`src/rtl/lzss_decoder_if.sv`:
```
// Token-in / word-out bus of the LZSS decompressor.
// err_o is present only when LZSS_DEC_ERR_CHECK_EN is defined.
interface lzss_decoder_if #(
    parameter int WORD_SIZE = 4
);
    logic                 w_en;
    logic [WORD_SIZE:0]   data_i;
    logic                 i_ready;
    logic [WORD_SIZE-1:0] data_o;
    logic                 o_valid;

`ifdef LZSS_DEC_ERR_CHECK_EN
    logic                 err_o;

    modport master (output w_en, data_i, input  i_ready, data_o, o_valid, err_o);
    modport slave  (input  w_en, data_i, output i_ready, data_o, o_valid, err_o);
`else
    modport master (output w_en, data_i, input  i_ready, data_o, o_valid);
    modport slave  (input  w_en, data_i, output i_ready, data_o, o_valid);
`endif
endinterface

```
`src/rtl/lzss_decoder.sv`:
```
// Streaming LZSS decompressor: literals pass through, references replay one history word per cycle.
// Optional sticky illegal-reference detection is built when LZSS_DEC_ERR_CHECK_EN is defined.
module lzss_decoder #(
    parameter int WORD_SIZE       = 4,
    parameter int WINDOW_SIZE     = 16,
    parameter int LOOK_AHEAD_SIZE = 4
) (
    input  logic          clk,
    input  logic          rst_n,
    lzss_decoder_if.slave bus
);
    localparam int PTR_W = $clog2(WINDOW_SIZE);
    localparam int LEN_W = $clog2(LOOK_AHEAD_SIZE);

    typedef enum logic [1:0] {
        IDLE,
        GET_LEN,
        COPY
    } state_t;

    state_t               state;
    state_t               state_nx;
    logic [PTR_W-1:0]     wptr;
    logic [PTR_W-1:0]     dist_m1;
    logic [LEN_W-1:0]     cnt_m1;
    logic [WORD_SIZE-1:0] hist [WINDOW_SIZE];

    logic                 take;
    logic                 wr_en;
    logic [WORD_SIZE-1:0] wr_word;
    logic [PTR_W-1:0]     rd_ptr;

    assign bus.i_ready = (state != COPY);
    assign take        = bus.w_en && bus.i_ready;
    // dist = dist_m1 + 1; the subtraction wraps modulo the window.
    assign rd_ptr      = wptr - dist_m1 - PTR_W'(1);

    always_ff @(posedge clk or negedge rst_n) begin
        // NOTE: sequential state uses non-blocking assignments so every register samples pre-edge values.
        if (!rst_n) state <= IDLE;
        else        state <= state_nx;
    end

    always_comb begin
        // NOTE: every output of this block is given a default first, so no path can infer a latch.
        state_nx = state;
        wr_en    = 1'b0;
        wr_word  = bus.data_i[WORD_SIZE-1:0];
        case (state)
            IDLE: begin
                if (take) begin
                    if (bus.data_i[WORD_SIZE]) state_nx = GET_LEN;
                    else                       wr_en    = 1'b1;
                end
            end
            GET_LEN: begin
                if (take) state_nx = COPY;
            end
            COPY: begin
                wr_en   = 1'b1;
                wr_word = hist[rd_ptr];
                if (cnt_m1 == '0) state_nx = IDLE;
            end
            default: state_nx = IDLE;
        endcase
    end

    always_ff @(posedge clk or negedge rst_n) begin
        if (!rst_n) begin
            wptr        <= '0;
            dist_m1     <= '0;
            cnt_m1      <= '0;
            bus.data_o  <= '0;
            bus.o_valid <= 1'b0;
            // NOTE: the history is reset explicitly because a never-written slot must read as zero.
            for (int i = 0; i < WINDOW_SIZE; i++) hist[i] <= '0;
        end else begin
            bus.o_valid <= wr_en;
            if (wr_en) begin
                bus.data_o <= wr_word;
                hist[wptr] <= wr_word;
                wptr       <= wptr + PTR_W'(1);
            end
            if (state == IDLE && take) dist_m1 <= bus.data_i[PTR_W-1:0];
            if (state == GET_LEN && take) cnt_m1 <= bus.data_i[LEN_W-1:0];
            else if (state == COPY)       cnt_m1 <= cnt_m1 - LEN_W'(1);
        end
    end

`ifdef LZSS_DEC_ERR_CHECK_EN
    // Words written since reset, saturating at the window depth.
    logic [PTR_W:0] fill;

    always_ff @(posedge clk or negedge rst_n) begin
        if (!rst_n) begin
            fill      <= '0;
            bus.err_o <= 1'b0;
        end else begin
            if (wr_en && fill != (PTR_W + 1)'(WINDOW_SIZE)) fill <= fill + (PTR_W + 1)'(1);
            // dist > fill is the same test as dist_m1 >= fill.
            if (state == GET_LEN && take && ({1'b0, dist_m1} >= fill)) bus.err_o <= 1'b1;
        end
    end
`endif
endmodule
```
`src/flat_wrapper.sv`:
```
// flat-port wrapper written by rule: the top's interface ports become plain ports
module lzss_decoder_flat 
#(
    parameter int WORD_SIZE       = 4,
    parameter int WINDOW_SIZE     = 16,
    parameter int LOOK_AHEAD_SIZE = 4
)
  (clk, rst_n, bus_w_en, bus_data_i, bus_i_ready, bus_data_o, bus_o_valid);
  lzss_decoder_if #(.WORD_SIZE(WORD_SIZE)) bus_i ();
  input  logic clk;
  input  logic rst_n;
  input wire logic [$bits(bus_i.w_en)-1:0] bus_w_en;
  input wire logic [$bits(bus_i.data_i)-1:0] bus_data_i;
  output wire logic [$bits(bus_i.i_ready)-1:0] bus_i_ready;
  output wire logic [$bits(bus_i.data_o)-1:0] bus_data_o;
  output wire logic [$bits(bus_i.o_valid)-1:0] bus_o_valid;
  assign bus_i.w_en = bus_w_en;
  assign bus_i.data_i = bus_data_i;
  assign bus_i_ready = bus_i.i_ready;
  assign bus_data_o = bus_i.data_o;
  assign bus_o_valid = bus_i.o_valid;
  lzss_decoder #(.WORD_SIZE(WORD_SIZE), .WINDOW_SIZE(WINDOW_SIZE), .LOOK_AHEAD_SIZE(LOOK_AHEAD_SIZE)) u_core (.clk(clk), .rst_n(rst_n), .bus(bus_i));
endmodule
```
`config.mk`:
```
export PLATFORM = sky130hd
export DESIGN_NAME = lzss_decoder_flat
export DESIGN_NICKNAME = d
export VERILOG_FILES = /design/src/rtl/lzss_decoder_if.sv /design/src/rtl/lzss_decoder.sv /design/src/flat_wrapper.sv
export SDC_FILE = /design/constraint.sdc
export NUM_CORES = 1
export LEC_CHECK = 0
export CORE_ASPECT_RATIO = 1.5
export CORE_UTILIZATION = 25
export CTS_BUF_LIST = sky130_fd_sc_hd__clkbuf_8 sky130_fd_sc_hd__clkbuf_16
export DETAILED_ROUTE_END_ITERATION = 16
export GPL_ROUTABILITY_DRIVEN = 0
export PLACE_DENSITY = 0.42
export SKIP_CTS_REPAIR_TIMING = 1
export SLEW_MARGIN = 10
export SYNTH_ARGS = -nofsm -noshare
export SYNTH_HDL_FRONTEND = slang
export SYNTH_SLANG_ARGS = --single-unit
```
`constraint.sdc`:
```
create_clock -name clk -period 3.6 [get_ports clk]
set_input_delay 0.36 -clock clk [delete_from_list [all_inputs] [get_ports clk]]
set_output_delay 0.36 -clock clk [all_outputs]
set_load 0.01 [all_outputs]
```
; ---- Word level (Yosys, flattened, before mapping)
; Index checks and enable logic that the tools add are counted.
; Widths: inputs -> output; s select.
[word_totals]
regBits = 81
out_inout_bits = 6
in_bits = 8
[classes]
mux = 17
n_bitwise = 2
n_addsub = 4
magnitude_cmp = 3
n_reduce_logical = 8
eq_ne = 7
[ops]
columns = cell, n
row1 = $bwmux 64, 1
row2 = $bmux 4 s4, 1
row3 = $demux 4 s4, 1
row4 = $mux 4, 4
row5 = $mux 2, 6
row6 = $ge 5x5->1 const B, 2
row7 = $not 4->5, 2
row8 = $ne 2x1->1 const B, 3
row9 = $pmux 2 s3, 1
row10 = $lt 5x1->1 const B, 1
row11 = $add 4x1->4 const B, 1
row12 = $logic_and 1x1->1, 4
row13 = $logic_not 2->1, 2
row14 = $ne 2x2->1 const B, 2
row15 = $reduce_and 4->1, 1
row16 = $sub 4x1->4 const B, 1
row17 = $sub 4x4->4, 1
row18 = $eq 2x1->1 const B, 1
row19 = $eq 2x2->1 const B, 1
row20 = $mux 1, 2
row21 = $pmux 1 s2, 1
row22 = $reduce_bool 2->1, 1
row23 = $sub 2x1->2 const B, 1

; ---- Logic depth before layout (Yosys ltp)
; Gate-level depths: netlist of run 1.
[logic_depth]
depth_word = 8
mapped_depth = 12
ltp_nobuf = 9

; ---- Worst setup path after synthesis of run 1
; Ideal clock, no wire load.
[synth_timing]
path_type = register to register
from = register u_core.wptr[0]
to = register u_core.bus.data_o[3]
setup_slack_ps = 897
t_required_ps = 3465
setup_ps = 135
t_arrival_ps = 2568
synth_period_minus_slack_ps = 2703
path_buffers = 3
stages_incl_launch_ff = 12
cell_sequence = dfrtp_1 -> ha_1 -> inv_1 -> fa_1 -> clkbuf_1 -> buf_2 -> mux4_2 -> mux2i_1 -> nor2_1 -> o31ai_4 -> buf_6 -> o21ai_2
[synth_between]
elab_chain_cells = 7
[synth_rtl]
columns = item, line
row1 = start: declaration, lzss_decoder.sv:23  ; logic [PTR_W-1:0] wptr;
row2 = start signal: assignment, lzss_decoder.sv:82  ; wptr <= wptr + PTR_W'(1);
row3 = $sub 4x4->4, lzss_decoder.sv:36  ; assign rd_ptr = wptr - dist_m1 - PTR_W'(1);
row4 = $sub 4x1->4, lzss_decoder.sv:36
row5 = $not 4->5 (not written as such), lzss_decoder.sv:61  ; wr_word = hist[rd_ptr];
row6 = $bmux 4 s4, lzss_decoder.sv:61
row7 = $mux 4 (not written as such) (2 in a row), lzss_decoder.sv:61
row8 = $mux 4, lzss_decoder.sv:49  ; case (state)
row9 = end signal: assignment, lzss_decoder.sv:80  ; bus.data_o <= wr_word;
row10 = end: declaration, lzss_decoder_if.sv:19  ; modport slave (input w_en, data_i, output i_ready, data_o, o_valid);
; Every way passes these cells. The select of a mux whose other input is x is not followed.
; A chain may end at the register's enable or synchronous reset.

; ---- Worst setup path after layout of run 1
[layout_timing]
from = register u_core.wptr[0]
to = register u_core.hist[40] (netlist name)
[layout_between]
elab_chain_cells = 8
elab_cells_between_ends = 14
cone_classes = add/sub: 2 / order compare: 2 / mux: 7 / bitwise: 2 / reduce/logical: 1
[layout_rtl]
columns = item, line
row1 = $sub 4x4->4, lzss_decoder.sv:36
row2 = $sub 4x1->4, lzss_decoder.sv:36
row3 = $not 4->5 (not written as such), lzss_decoder.sv:61
row4 = $bmux 4 s4, lzss_decoder.sv:61
row5 = $mux 4 (not written as such) (2 in a row), lzss_decoder.sv:61
row6 = $mux 4, lzss_decoder.sv:49
row7 = $bwmux 64 (*), lzss_decoder.sv:81  ; hist[wptr] <= wr_word;
row8 = end signal: indexed assignment, lzss_decoder.sv:81
row9 = end: declaration, lzss_decoder.sv:26  ; logic [WORD_SIZE-1:0] hist [WINDOW_SIZE];
; Mark *: on every way between the ends. The rest lies on a longest branch, timed or not. The select of a mux whose other input is x is not followed.

==> results of run 1 <==
## cells in the final DEF, fill, tap and decap left out, types with 6 or more instances in the layout
master           synthesis  final
o21ai_2                 10     10
clkbuf_16                0      9
mux4_1                  14     14
nor2_1                   9      9
nor2b_1                  6      6
inv_1                    9     11
ha_1                     8      8
nand3_1                 13     13
buf_4                    1      8
clkdlybuf4s50_1          0     12
mux2i_1                  8      8
dfrtp_1                 81     81
nand2_1                 75     75
o21ai_0                 67     67
## cells in the mapped netlist (2+ instances only)
cell,n
dfrtp_1,81
nand2_1,75
o21ai_0,67
mux4_1,14
nand3_1,13
o21ai_2,10
inv_1,9
nor2_1,9
ha_1,8
mux2i_1,8
buf_2,6
nor2b_1,6
a21oi_1,5
nand4_1,5
clkbuf_1,4
xnor2_1,4
and2_1,3
mux2_2,3
o31ai_4,3
buf_6,2
mux4_2,2
## sequential cells by signal, indices dropped and copies added (netlist names)
register / count
u_core.hist: 64
u_core.bus.o_valid: 1
u_core.dist_m1: 4
u_core.bus.data_o: 4
u_core.wptr: 4
u_core.cnt_m1: 2
u_core.state: 2
## metal layers
metal	vias to the layer above	wire length, µm	track usage, %
met1	1251	4070	14.9
li1	1271	-	-
met3	11	196	2.43
met4	0	162	5.10
met2	30	4810	22.3
met5	-	0	0
## worst reg2reg max path, stage by stage (launching register included)
cell and delay [ps]:
dfrtp_1 410, ha_1 190, inv_1 50, fa_1 590, buf_4 190, mux4_1 290, mux2i_1 250, nor2_1 110
o31ai_4 700, o21ai_0 220
## power breakdown
part           internal, µW  total, µW  switching, µW
Combinational          1060       2410           1350
Clock                   475        834            360
Sequential             1320       1570            257
Total                  2850       4820           1960
## per-stage QoR
step	util, %	total power (µW)	cells	cell area (µm²)
2_1_floorplan	-	3310	349	3910
3_3_place_gp	27.9	4020	554	4250
3_5_place_dp	27.9	4050	554	4250
4_1_cts	29.7	4900	569	4510
5_1_grt	29.7	5190	569	4510
6_report	29.7	4820	569	4510
## cell families (layout without fill, tap and decap cells)
family / after synthesis / after routing / synth area share, %
AOI/OAI and AO/OA: 89 / 89 / 14.0
xor gates and xnor gates: 6 / 6 / 1.82
adders and majority gates: 9 / 9 / 3.07
buffers and inverters: 24 / 45 / 3.42
DFF: 81 / 81 / 51.8
muxes: 27 / 27 / 13.5
and+or+nand+nor: 113 / 113 / 12.4
## worst max-delay path by stage
| stage | startpoint | endpoint | slack, ps | cells after the start |
|---|---|---|---|---|
| after CTS | u_core.wptr[0] | u_core.hist[40] | 460 | 9 |
| after global routing | u_core.wptr[0] | u_core.hist[46] | 230 | 9 |
| final | u_core.wptr[0] | u_core.hist[40] | 450 | 9 |
| after floorplan | u_core.wptr[0] | u_core.bus.data_o[3] | 900 | 11 |
| after detailed placement | u_core.wptr[0] | u_core.hist[54] | 490 | 7 |
| after global placement | u_core.wptr[0] | u_core.hist[50] | 510 | 7 |
## layout make-up
class                           count  area [µm²]  area share [%]
Sequential cell                    81        2030            44.9
Multi-Input combinational cell    244        1750            38.9
Tap cell                          199         249            5.52
Clock buffer                       10         239            5.30
Timing Repair Buffer               20         180            3.99
Inverter                           10        38.8           0.860
Clock inverter                      5        25.0           0.555
==> metrics.yaml, run 1 <==
p_leak_uw: 0.00200
grt_max_degree: 67
rsz0062_at_grt: "false"
slowest_stage: "o31ai_4"
ant_nets: 0
die_x_um: 104
timing.rr.end: "u_core.hist[40]"
power_per_cell_area_mw_per_mm2: 1070
layout-drive-gt1-share_pct: 11.9
path_class: "register to register"
status: "finished clean"
cp_data_arrival_time_ps: 3320
clk_pin_slew_ps: 60
die_area_mm2: 0.0162
irDropWorstVdd_mv: 0.390
cts_root_buf: "clkbuf_16"
grt-ovfl-total: 0
slew_headroom_pct: 31.9
setup_viol: 0
wirelength_um: 9240
nets: 383
pin_count: 14
synth_top_area_share_pct: 51.8
diodes: 0
yosys-top-cells-area: "dfrtp_1, mux4_1, o21ai_0"
grt_pass1_wl_um: 15200
slew_violations: 0
r2r_slack_ps: 450
clk_path_buf_depth: 2
dr.pass1.iters: 4
cp_num_buf_inv: 2
cts_inserted_buffers: 9
setup_ws_ps: 452
finalClockSkew_ps: 9.78
crit_family: "compound AO/OA/AOI/OAI gates"
die_h_um: 155
first_global_vias: 2678
num_rows: 55
clock.fmax_mhz: 318
syn-num-nets: 366
synth.largest_area_cell: "dfrtp_1"
ys_warn_count: 0
netlist_area_mm2: 0.00391
syn_inst: 349
wire_per_inst_um: 16.2
vias: 2563
syn_to_final_growth_pct: 15.3
synth_cell_type_count: 33
place.port_buffers: 13
fill_cells: 1569
path_cells: "ha_1 > inv_1 > fa_1 > buf_4 > mux4_1 > mux2i_1 > nor2_1 > o31ai_4 > o21ai_0"
grtUsageTotal_pct: 12.6
hold_viol: 0
ys_ff_latch: 81
max_stage_delay_ps: 690
synth_ff_type: "dfrtp_1"
cts_max_level: 3
async_reset_ff_share_pct: 100
r2r_cells: 9
drt_first_iter_violations: 74
cts_tree: "done"
finalCriticalPeriod_ps: 3150
pre_cts_slack_ps: 488
start_kind: "register"
timing.setup.tns_ps: 0
endpoint_kind: "register"
cts.sinks: 81
worst_slew_pin_slew_ps: 1020
cp_max_fo: 17
initial_core_util_pct: 25.7
synth_edf_count: 0
viasPerCell: 4.50
cap_violations: 0
holdWs_ps: 144
antenna_found_initial: 0
coreArea_mm2: 0.0152
min_period_over_period_pct: 87.4
cp_data_required_time_ps: 3780
syn_area_per_cell_um2: 11.2
r2r_start: "u_core.wptr[0]"
min_path_type: "input pin to async pin"
dpl.hpwl_um: 6530
drc: 0
clock_latency_ps: 340
ys_seq_area_share_pct: 51.8
No activity file was read; power rests on OpenSTA's default activity.
==> inputs of run 2 (changes only) <==
- CORE_UTILIZATION: 25 -> 61
- PLACE_DENSITY: 0.42 -> 0.83
==> metrics.yaml, run 2 (synthesized netlist as in run 1, its figures left out) <==
syn_to_final_growth_pct: 9.40
layout-drive-gt1-share_pct: 11.4
irDropWorstVdd_mv: 0.500
power_per_cell_area_mw_per_mm2: 1070
min_period_over_period_pct: 87.1
clk_path_buf_depth: 2
top_register: "u_core.hist"
final_cells: 441
dpl.hpwl_um: 5340
grt-ovfl-total: 0
p_leak_uw: 0.00196
endpoint: "u_core.hist[35]"
grt_pass1_wl_um: 12800
setup_viol: 0
slew_headroom_pct: 33.9
clock_latency_ps: 360
wire_per_inst_um: 17.6
first_global_vias: 2716
timing.setup.tns_ps: 0
endpoint_kind: "register"
drt_first_iter_violations: 145
power_frac_seq_pct: 34.6
r2r_slack_ps: 470
place.port_buffers: 13
dr.pass1.iters: 4
clock.fmax_mhz: 319
worst_slew_pin_slew_ps: 991
nets: 379
coreArea_mm2: 0.00617
cts_max_level: 3
wirelength_um: 7770
num_rows: 35
initial_core_util_pct: 63.4
cts_root_buf: "clkbuf_8"
cp_data_required_time_ps: 3790
combPwrFrac_pct: 49.5
min_path_type: "input pin to async pin"
start_kind: "register"
final_cell_mix: "dfrtp_1, nand2_1, o21ai_0, mux4_1, nand3_1"
drc: 0
viasPerCell: 6.04
r2r_start: "u_core.wptr[0]"
path_class: "register to register"
cap_violations: 0
pin_count: 14
finalCriticalPeriod_ps: 3130
p_int_uw: 2720
startpoint: "u_core.wptr[0]"
clk_pin_slew_ps: 80
hold_viol: 0
netSwitchingFraction_pct: 40.5
vias: 2663
r2r_cells: 8
largest_register_ffs: 64
timing.rr.end: "u_core.hist[35]"
die_area_mm2: 0.00675
fill_cells: 438
clkPwrFrac_pct: 16.0
holdWs_ps: 164
diodes: 0
rsz0062_at_grt: "false"
slew_violations: 0
cts_tree: "done"
ant_nets: 0
place_inst: 425
antenna_found_initial: 0
grtUsageTotal_pct: 26.2
cp_data_arrival_time_ps: 3320
cts_inserted_buffers: 9
cp_max_fo: 17
status: "finished clean"
cts.sinks: 81
finalClockSkew_ps: 16.1
fin_total_pwr_uw: 4570
grt_max_degree: 82
p_sw_uw: 1850
die_x_um: 67.4
layout_commonest_cell: "dfrtp_1"
die_h_um: 100
## run 2: cell count changes in the layout (fill, tap and decap cells not counted), sizes merged
cell      before  now
clkinvlp       1    2
clkbuf        10    9
inv           11   10
buf            8    4
bufinv         0    2
## run 2: layer usage
metal / wire length [µm] / vias up / global-route usage, %
met5: 0 / - / 0
met4: 166 / 0 / 11.5
met3: 312 / 13 / 6.93
met2: 4010 / 59 / 42.3
met1: 3280 / 1322 / 32.6
li1: - / 1269 / -
## run 2: cell type report
cell class / count / area [µm²] / area share, %
sequential: 81 / 2030 / 47.3
timing repair buffer: 16 / 150 / 3.51
clock buffer: 9 / 124 / 2.89
tap: 74 / 92.6 / 2.16
multi-input combinational: 244 / 1750 / 40.9
inverter: 10 / 38.8 / 0.906
clock inverter: 7 / 96.3 / 2.25
## run 2: metrics by stage
step                      util (%)  area (µm²)  setup slack, ps
final                         69.3        4280              466
after global routing          69.3        4280              254
after CTS                     69.3        4280              449
after detailed placement      65.8        4060              495
after global placement        65.8        4060              555
after floorplan                  -        3910              897
## run 2: critical path: stages (launching register included)
cell and delay [ps]:
dfrtp_1 420, ha_1 190, inv_1 50, fa_1 710, mux4_2 360, mux2i_1 140, nor2_1 80, o31ai_4 770
o21ai_0 240
## run 2: how the worst min path moves through the flow
stage	from	end	slack (ps)
3_3_place_gp	u_core.hist[3]	u_core.hist[3]	450
6_report	rst_n	u_core.hist[48]	160
5_1_grt	rst_n	u_core.hist[60]	260
2_1_floorplan	rst_n	u_core.bus.data_o[0]	60
3_5_place_dp	u_core.hist[31]	u_core.hist[31]	460
4_1_cts	rst_n	u_core.hist[60]	190
## run 2: power groups by stage
stage                     Sequential [µW]  Clock (µW)  Combinational (µW)
final                                1580         730                2260
after global routing                 1620         775                2490
after CTS                            1580         738                2270
after detailed placement             1590           0                2260
after global placement               1570           0                2200
after floorplan                      1480           0                1830
